[src/rtl/wb_stage.sv]
// Writeback stage: selects the register-file write value and owns tohost, halt and the cycle/instret CSRs.
// Optional performance counters are built when WB_PERF_CTR_EN is defined.
module wb_stage #(
    parameter logic [31:0] NOP         = 32'h0000_0013,
    parameter logic [3:0]  IO_BASE_NIB = 4'h8
) (
    input  logic        clk,
    input  logic        rst_n,
    input  logic [31:0] wb_alu,
    input  logic [31:0] wb_pc4,
    input  logic [31:0] wb_dmem_dout,
    input  logic [31:0] wb_io_dout,
    input  logic [31:0] wb_inst,
    output logic [31:0] wb_wdata,
    output logic        rf_we,
    output logic [4:0]  rf_waddr,
    output logic [31:0] csr_tohost,
    output logic        halt
);

    localparam logic [6:0]  OPC_LOAD   = 7'b0000011;
    localparam logic [6:0]  OPC_JAL    = 7'b1101111;
    localparam logic [6:0]  OPC_JALR   = 7'b1100111;
    localparam logic [6:0]  OPC_OP     = 7'b0110011;
    localparam logic [6:0]  OPC_OPIMM  = 7'b0010011;
    localparam logic [6:0]  OPC_LUI    = 7'b0110111;
    localparam logic [6:0]  OPC_AUIPC  = 7'b0010111;
    localparam logic [6:0]  OPC_SYSTEM = 7'b1110011;

    localparam logic [11:0] CSR_TOHOST  = 12'h51E;
    localparam logic [11:0] CSR_CYCLE   = 12'hC00;
    localparam logic [11:0] CSR_INSTRET = 12'hC02;

    // Extract and extend the addressed byte/half; unknown widths pass the word through.
    function automatic logic [31:0] load_unpack(input logic [31:0] word,
                                                input logic [1:0]  off,
                                                input logic [2:0]  f3);
        logic [7:0]  byte_v;
        logic [15:0] half_v;
        logic [31:0] res_v;
        case (off)
            2'd0:    byte_v = word[7:0];
            2'd1:    byte_v = word[15:8];
            2'd2:    byte_v = word[23:16];
            2'd3:    byte_v = word[31:24];
            default: byte_v = word[7:0];
        endcase
        half_v = off[1] ? word[31:16] : word[15:0];
        case (f3)
            3'b000:  res_v = {{24{byte_v[7]}}, byte_v};
            3'b100:  res_v = {24'd0, byte_v};
            3'b001:  res_v = {{16{half_v[15]}}, half_v};
            3'b101:  res_v = {16'd0, half_v};
            default: res_v = word;
        endcase
        return res_v;
    endfunction

    logic [6:0]  opcode_s;
    logic [2:0]  funct3_s;
    logic [4:0]  rd_s;
    logic [11:0] csr_addr_s;
    logic [31:0] load_word_s;
    logic [31:0] load_val_s;
    logic [31:0] csr_rdata_s;
    logic [31:0] cycle_val_s;
    logic [31:0] instret_val_s;
    logic        tohost_we_s;
    logic [31:0] tohost_wdata_s;
    logic [31:0] tohost_r;
    logic        halt_r;

    assign opcode_s   = wb_inst[6:0];
    assign funct3_s   = wb_inst[14:12];
    assign rd_s       = wb_inst[11:7];
    assign csr_addr_s = wb_inst[31:20];
    assign rf_waddr   = rd_s;

    assign load_word_s = (wb_alu[31:28] == IO_BASE_NIB) ? wb_io_dout : wb_dmem_dout;
    assign load_val_s  = load_unpack(load_word_s, wb_alu[1:0], funct3_s);

`ifdef WB_PERF_CTR_EN
    logic [31:0] cycle_r;
    logic [31:0] instret_r;

    // Performance counters freeze once the core has halted; both wrap naturally.
    always_ff @(posedge clk or negedge rst_n) begin
        if (!rst_n) begin
            cycle_r   <= 32'd0;
            instret_r <= 32'd0;
        end else if (!halt_r) begin
            cycle_r <= cycle_r + 32'd1;
            if (wb_inst != NOP) begin
                instret_r <= instret_r + 32'd1;
            end
        end
    end

    assign cycle_val_s   = cycle_r;
    assign instret_val_s = instret_r;
`else
    logic unused_nop_s;
    assign unused_nop_s  = &{1'b0, NOP};
    assign cycle_val_s   = 32'd0;
    assign instret_val_s = 32'd0;
`endif

    // CSR read mux; reads always see the pre-update value.
    always_comb begin
        csr_rdata_s = 32'd0;
        case (csr_addr_s)
            CSR_TOHOST:  csr_rdata_s = tohost_r;
            CSR_CYCLE:   csr_rdata_s = cycle_val_s;
            CSR_INSTRET: csr_rdata_s = instret_val_s;
            default:     csr_rdata_s = 32'd0;
        endcase
    end

    // Only CSRRW/CSRRWI to tohost change state; set/clear forms and counter writes are ignored.
    always_comb begin
        tohost_we_s    = 1'b0;
        tohost_wdata_s = wb_alu;
        if ((opcode_s == OPC_SYSTEM) && (csr_addr_s == CSR_TOHOST)) begin
            case (funct3_s)
                3'b001: begin
                    tohost_we_s    = 1'b1;
                    tohost_wdata_s = wb_alu;
                end
                3'b101: begin
                    tohost_we_s    = 1'b1;
                    tohost_wdata_s = {27'd0, wb_inst[19:15]};
                end
                default: tohost_we_s = 1'b0;
            endcase
        end else begin
            tohost_we_s = 1'b0;
        end
    end

    // Writeback value and enable; x0 is never written.
    always_comb begin
        wb_wdata = wb_alu;
        rf_we    = 1'b0;
        case (opcode_s)
            OPC_LOAD: begin
                wb_wdata = load_val_s;
                rf_we    = 1'b1;
            end
            OPC_JAL, OPC_JALR: begin
                wb_wdata = wb_pc4;
                rf_we    = 1'b1;
            end
            OPC_OP, OPC_OPIMM, OPC_LUI, OPC_AUIPC: begin
                wb_wdata = wb_alu;
                rf_we    = 1'b1;
            end
            OPC_SYSTEM: begin
                wb_wdata = csr_rdata_s;
                rf_we    = 1'b1;
            end
            default: begin
                wb_wdata = wb_alu;
                rf_we    = 1'b0;
            end
        endcase
        if (rd_s == 5'd0) begin
            rf_we = 1'b0;
        end else begin
            rf_we = rf_we;
        end
    end

    // tohost register and sticky halt flag.
    always_ff @(posedge clk or negedge rst_n) begin
        if (!rst_n) begin
            tohost_r <= 32'd0;
            halt_r   <= 1'b0;
        end else if (tohost_we_s) begin
            tohost_r <= tohost_wdata_s;
            if (tohost_wdata_s[0]) begin
                halt_r <= 1'b1;
            end
        end
    end

    assign csr_tohost = tohost_r;
    assign halt       = halt_r;

endmodule

[config.mk]
export PLATFORM = sky130hd
export DESIGN_NAME = wb_stage
export DESIGN_NICKNAME = d
export VERILOG_FILES = /design/src/rtl/wb_stage.sv
export SDC_FILE = /design/constraint.sdc
export NUM_CORES = 1
export LEC_CHECK = 0
export ABC_AREA = 1
export CAP_MARGIN = 0
export CORE_ASPECT_RATIO = 2
export CORE_MARGIN = 8
export CORE_UTILIZATION = 33
export CTS_CLUSTER_SIZE = 10
export DETAILED_ROUTE_END_ITERATION = 6
export PLACE_DENSITY_LB_ADDON = 0.12
export SLEW_MARGIN = 25
export SYNTH_ARGS = -nofsm -noshare
export SYNTH_HDL_FRONTEND = slang
export SYNTH_SLANG_ARGS = --single-unit
[constraint.sdc]
create_clock -name clk -period 1.3 [get_ports clk]
set_clock_uncertainty 0.05 [all_clocks]
set_input_delay 0.13 -clock clk [delete_from_list [all_inputs] [get_ports clk]]
set_output_delay 0.13 -clock clk [all_outputs]
set_load 0.05 [all_outputs]
==> flow_metrics.py <==
metrics = {
    "run_status": {
        "outcome": "finished, violations left",
        "violated_checks": "negative setup slack",
    },
    "route": {
        "route.detailed.wl_per_inst_um": 28.5,
        "routed_via_density": 6.22,
        "drc": 0,
        "dr_total_vias": 6801,
        "drtPass1Iterations": 6,
        "antenna_violating_nets_post_route": 0,
        "drt_iter0_drc": 673,
        "postRouteWirelength_um": 31100,
    },
    "worst_setup_path": {
        "worst-endpoint-required_ps": 1120,
        "worstRegToRegCells": 2,
        "critical_path_arrival_ps": 2050,
        "timing.critical_path.cells": "buf_6, nor3_4, nand3_4, buf_6, nor3_1, a31oi_1, nand3_4, buf_8",
        "worst_r2r_endpoint": "csr_tohost[20]$_DFFE_PN0P_",
        "path_class": "input port to primary output",
        "endpoint_kind": "primary output",
        "r2r_start": "csr_tohost[20]$_DFFE_PN0P_",
        "critPathMaxFanout": 18,
        "cpMaxStageDelayCell": "sky130_fd_sc_hd__nor3_1",
        "path_buf_inv": 3,
        "timing.reg2reg.setup_slack_ps": 340,
        "crit_path_start_kind": "input port",
        "cpLargestDelayFamily": "simple AND/OR/NAND/NOR gates",
        "crit_path_max_incr_delay_ps": 540,
    },
    "power": {
        "clock_group_share_of_total_power_pct": 28.3,
        "power.ir.vdd_worst_mv": 0.518,
        "p_sw_share_pct": 37.4,
        "power_frac_comb_pct": 50.4,
        "p_per_area_nw_per_um2": 494,
        "net-switching-power_mw": 1.80,
        "internal-power_mw": 3.01,
        "p_seq_share_pct": 21.3,
        "total_leakage_power_nw": 4.46,
    },
    "timing": {
        "final_min_period_over_clock_period_pct": 172,
        "final-setup-viol-count": 66,
        "pnr_worst_setup_slack_ps": -932,
        "slew_headroom_pct": 54.2,
        "maxSlewViolCount": 0,
        "rsz0062_at_grt": "yes",
        "tightest_slew_ps": 683,
        "fin_worst_hold_slack_ps": 148,
        "hold_viol": 0,
        "achievable-frequency_ghz": 0.448,
        "final.min_clock_period_ps": 2230,
    },
    "synthesis": {
        "synth-seq-cells": 33,
        "synth-warning-count": 0,
        "syn-instance-count": 569,
        "synth_cell_type_count": 36,
        "synthesis.nets": 731,
        "sequential_cell_area_fraction_in_the_yosys_report_pct": 23.7,
        "synthesis.area_um2": 3480,
        "avgSynthCellArea_um2": 6.11,
    },
    "min_path": {
        "hold_path_startpoint": "wb_alu[31]",
        "hold_class": "input port to flop",
        "worstHoldEndpoint": "csr_tohost[31]$_DFFE_PN0P_",
        "whs_path_depth": 4,
    },
    "clock_network": {
        "cts.clk_slew.worst_paths_ps": 60,
        "clock_latency_ps": 280,
        "clock_sinks": 33,
        "tritoncts": "yes",
        "cts_root_buf": "sky130_fd_sc_hd__clkbuf_16",
        "cts-root-to-sink-buffers": 2,
        "cts-buffers-inserted": 5,
        "cts_htree_levels": 2,
    },
    "floorplan": {
        "fp-row-count": 53,
        "design.portCount": 233,
        "fp.coreArea_um2": 10400,
        "dieWidth_um": 88.6,
        "floorplan.die_area_um2": 14300,
        "fp.dieH_um": 161,
        "start_util_pct": 33.4,
    },
    "grt": {
        "grt_first_pass_wirelength_um": 39400,
        "grt_util_all_layers_pct": 36.4,
        "antenna_found_initial": 1,
        "grt_pass1_vias": 6971,
        "grt_max_degree": 34,
        "gr_overflow_total": 0,
    },
    "placement": {
        "post-place-cells": 1027,
        "io_buffers": 232,
        "placer_congestion_estimate": 0.927,
        "dp_hpwl_um": 16500,
    },
    "finish": {
        "drive_gt1_share_pct": 53.5,
        "post_layout_nonfiller_instances": 1093,
        "nNetsFinal": 1116,
        "area_growth_syn_to_layout_pct": 180,
    },
    "job": {
        "max-cap-violations": 0,
    },
}
==> repair_timing <==
item,CTS,global route
setup buffers,39,11
gates cloned,13,0
hold endpoints to repair,33,0
resized for setup,297,140
hold buffers,1,0
endpoints found under the setup margin,66,66
pin swaps,62,65
==> cells by family (layout without fill, tap and decap cells) <==
group                  after synthesis  in the layout  synth area share [%]
buffers and inverters               84            469                  11.5
AND/OR/NAND/NOR                    355            356                  47.9
other                                0              1                     0
flip-flops                          33             33                  23.7
multiplexers                         1              1                 0.288
AO/OA/AOI/OAI                       96             96                  16.6
==> synthesized netlist by cell type (all sizes together) <==
cell type	n	area, um2
o22ai	3	18.8
clkbuf	14	53.8
mux2i	1	10.0
nand4	5	37.5
a32oi	7	61.3
inv	43	161
nor3b	1	12.5
clkinv	2	12.5
nor2	31	165
nand2	193	752
o211ai	5	37.5
nand3b	2	15.0
nor3	26	135
a31oi	20	125
dfrtp	33	826
a21oi	15	75.1
nand3	97	548
buf	25	171
a22o	8	70.1
o21ai	38	190
==> placed cells by master (no fill, tap or decap), types with 9 or more instances in the layout <==
master,instances
sky130_fd_sc_hd__nand2_2,47
sky130_fd_sc_hd__inv_1,35
sky130_fd_sc_hd__nand2_4,34
sky130_fd_sc_hd__nor2_1,15
sky130_fd_sc_hd__dfrtp_1,29
sky130_fd_sc_hd__o21ai_2,20
sky130_fd_sc_hd__nor2_4,10
sky130_fd_sc_hd__nand3_1,36
sky130_fd_sc_hd__buf_16,9
sky130_fd_sc_hd__buf_4,122
sky130_fd_sc_hd__buf_12,54
sky130_fd_sc_hd__nand2_1,110
sky130_fd_sc_hd__a31oi_1,19
sky130_fd_sc_hd__clkdlybuf4s50_1,133
sky130_fd_sc_hd__buf_8,28
sky130_fd_sc_hd__nand3_2,14
sky130_fd_sc_hd__buf_6,44
sky130_fd_sc_hd__nor3_1,18
sky130_fd_sc_hd__nand3_4,47
==> state kept, by name (all words and copies together) (netlist names) <==
name,cells
csr_tohost,32
halt,1
==> routing by layer <==
layer	vias up	wire length, um	share of wire [%]	track usage [%]
li1	2705	-	-	-
met1	3206	9290	30	34.4
met2	629	15200	49	62.5
met3	261	3330	11	8.50
met4	0	3340	11	31.9
met5	-	0	0	0
==> worst min-delay path: cells and delay by family <==
kind | cells | cell delay [ps]
compound gates | 1 | 60
buf+inv | 3 | 250
==> how the worst max path moves through the flow <==
stage	startpoint	endpoint	slack, ps	depth (start not counted)
final	wb_inst[3]	wb_wdata[22]	-930	8
after global routing	wb_inst[3]	wb_wdata[22]	-1100	8
after CTS	wb_alu[31]	wb_wdata[6]	-740	14
after detailed placement	wb_alu[31]	wb_wdata[1]	-1200	14
after global placement	wb_alu[31]	wb_wdata[1]	-1210	14
after floorplan	wb_alu[31]	wb_wdata[0]	-270	11
==> power groups by stage <==
| stage | Combinational [mW] | Sequential [mW] | Clock, mW |
|---|---|---|---|
| after global routing | 2.50 | 1.03 | 1.38 |
| final | 2.42 | 1.03 | 1.36 |
| after CTS | 2.15 | 1.03 | 1.30 |
| after detailed placement | 1.83 | 1.05 | 0 |
| after global placement | 1.80 | 1.05 | 0 |
| after floorplan | 0.809 | 1.05 | 0 |
==> cell type report <==
cell class | instances | area (um2)
antenna | 1 | 2.50
clock buffer | 7 | 153
inverter | 45 | 210
clock inverter | 1 | 5.00
timing repair inverter | 1 | 16.3
tap | 137 | 171
multi-input combinational | 453 | 3620
fill | 343 | 673
sequential | 33 | 831
timing repair buffer | 415 | 4730
==> per-stage QoR <==
step           setup WS, ps  util (%)  instance area [um2]  power (mW)  TNS (ps)
6_report               -932      93.5                 9740        4.81    -32940
2_1_floorplan          -272         -                 4030        1.86     -4640
5_1_grt               -1100      93.5                 9740        4.91    -36720
3_5_place_dp          -1200      73.6                 7670        2.87    -55950
3_3_place_gp          -1210      73.6                 7670        2.85    -53360
4_1_cts                -743      89.9                 9360        4.48    -28870
Power figures use the tool's default switching activity.
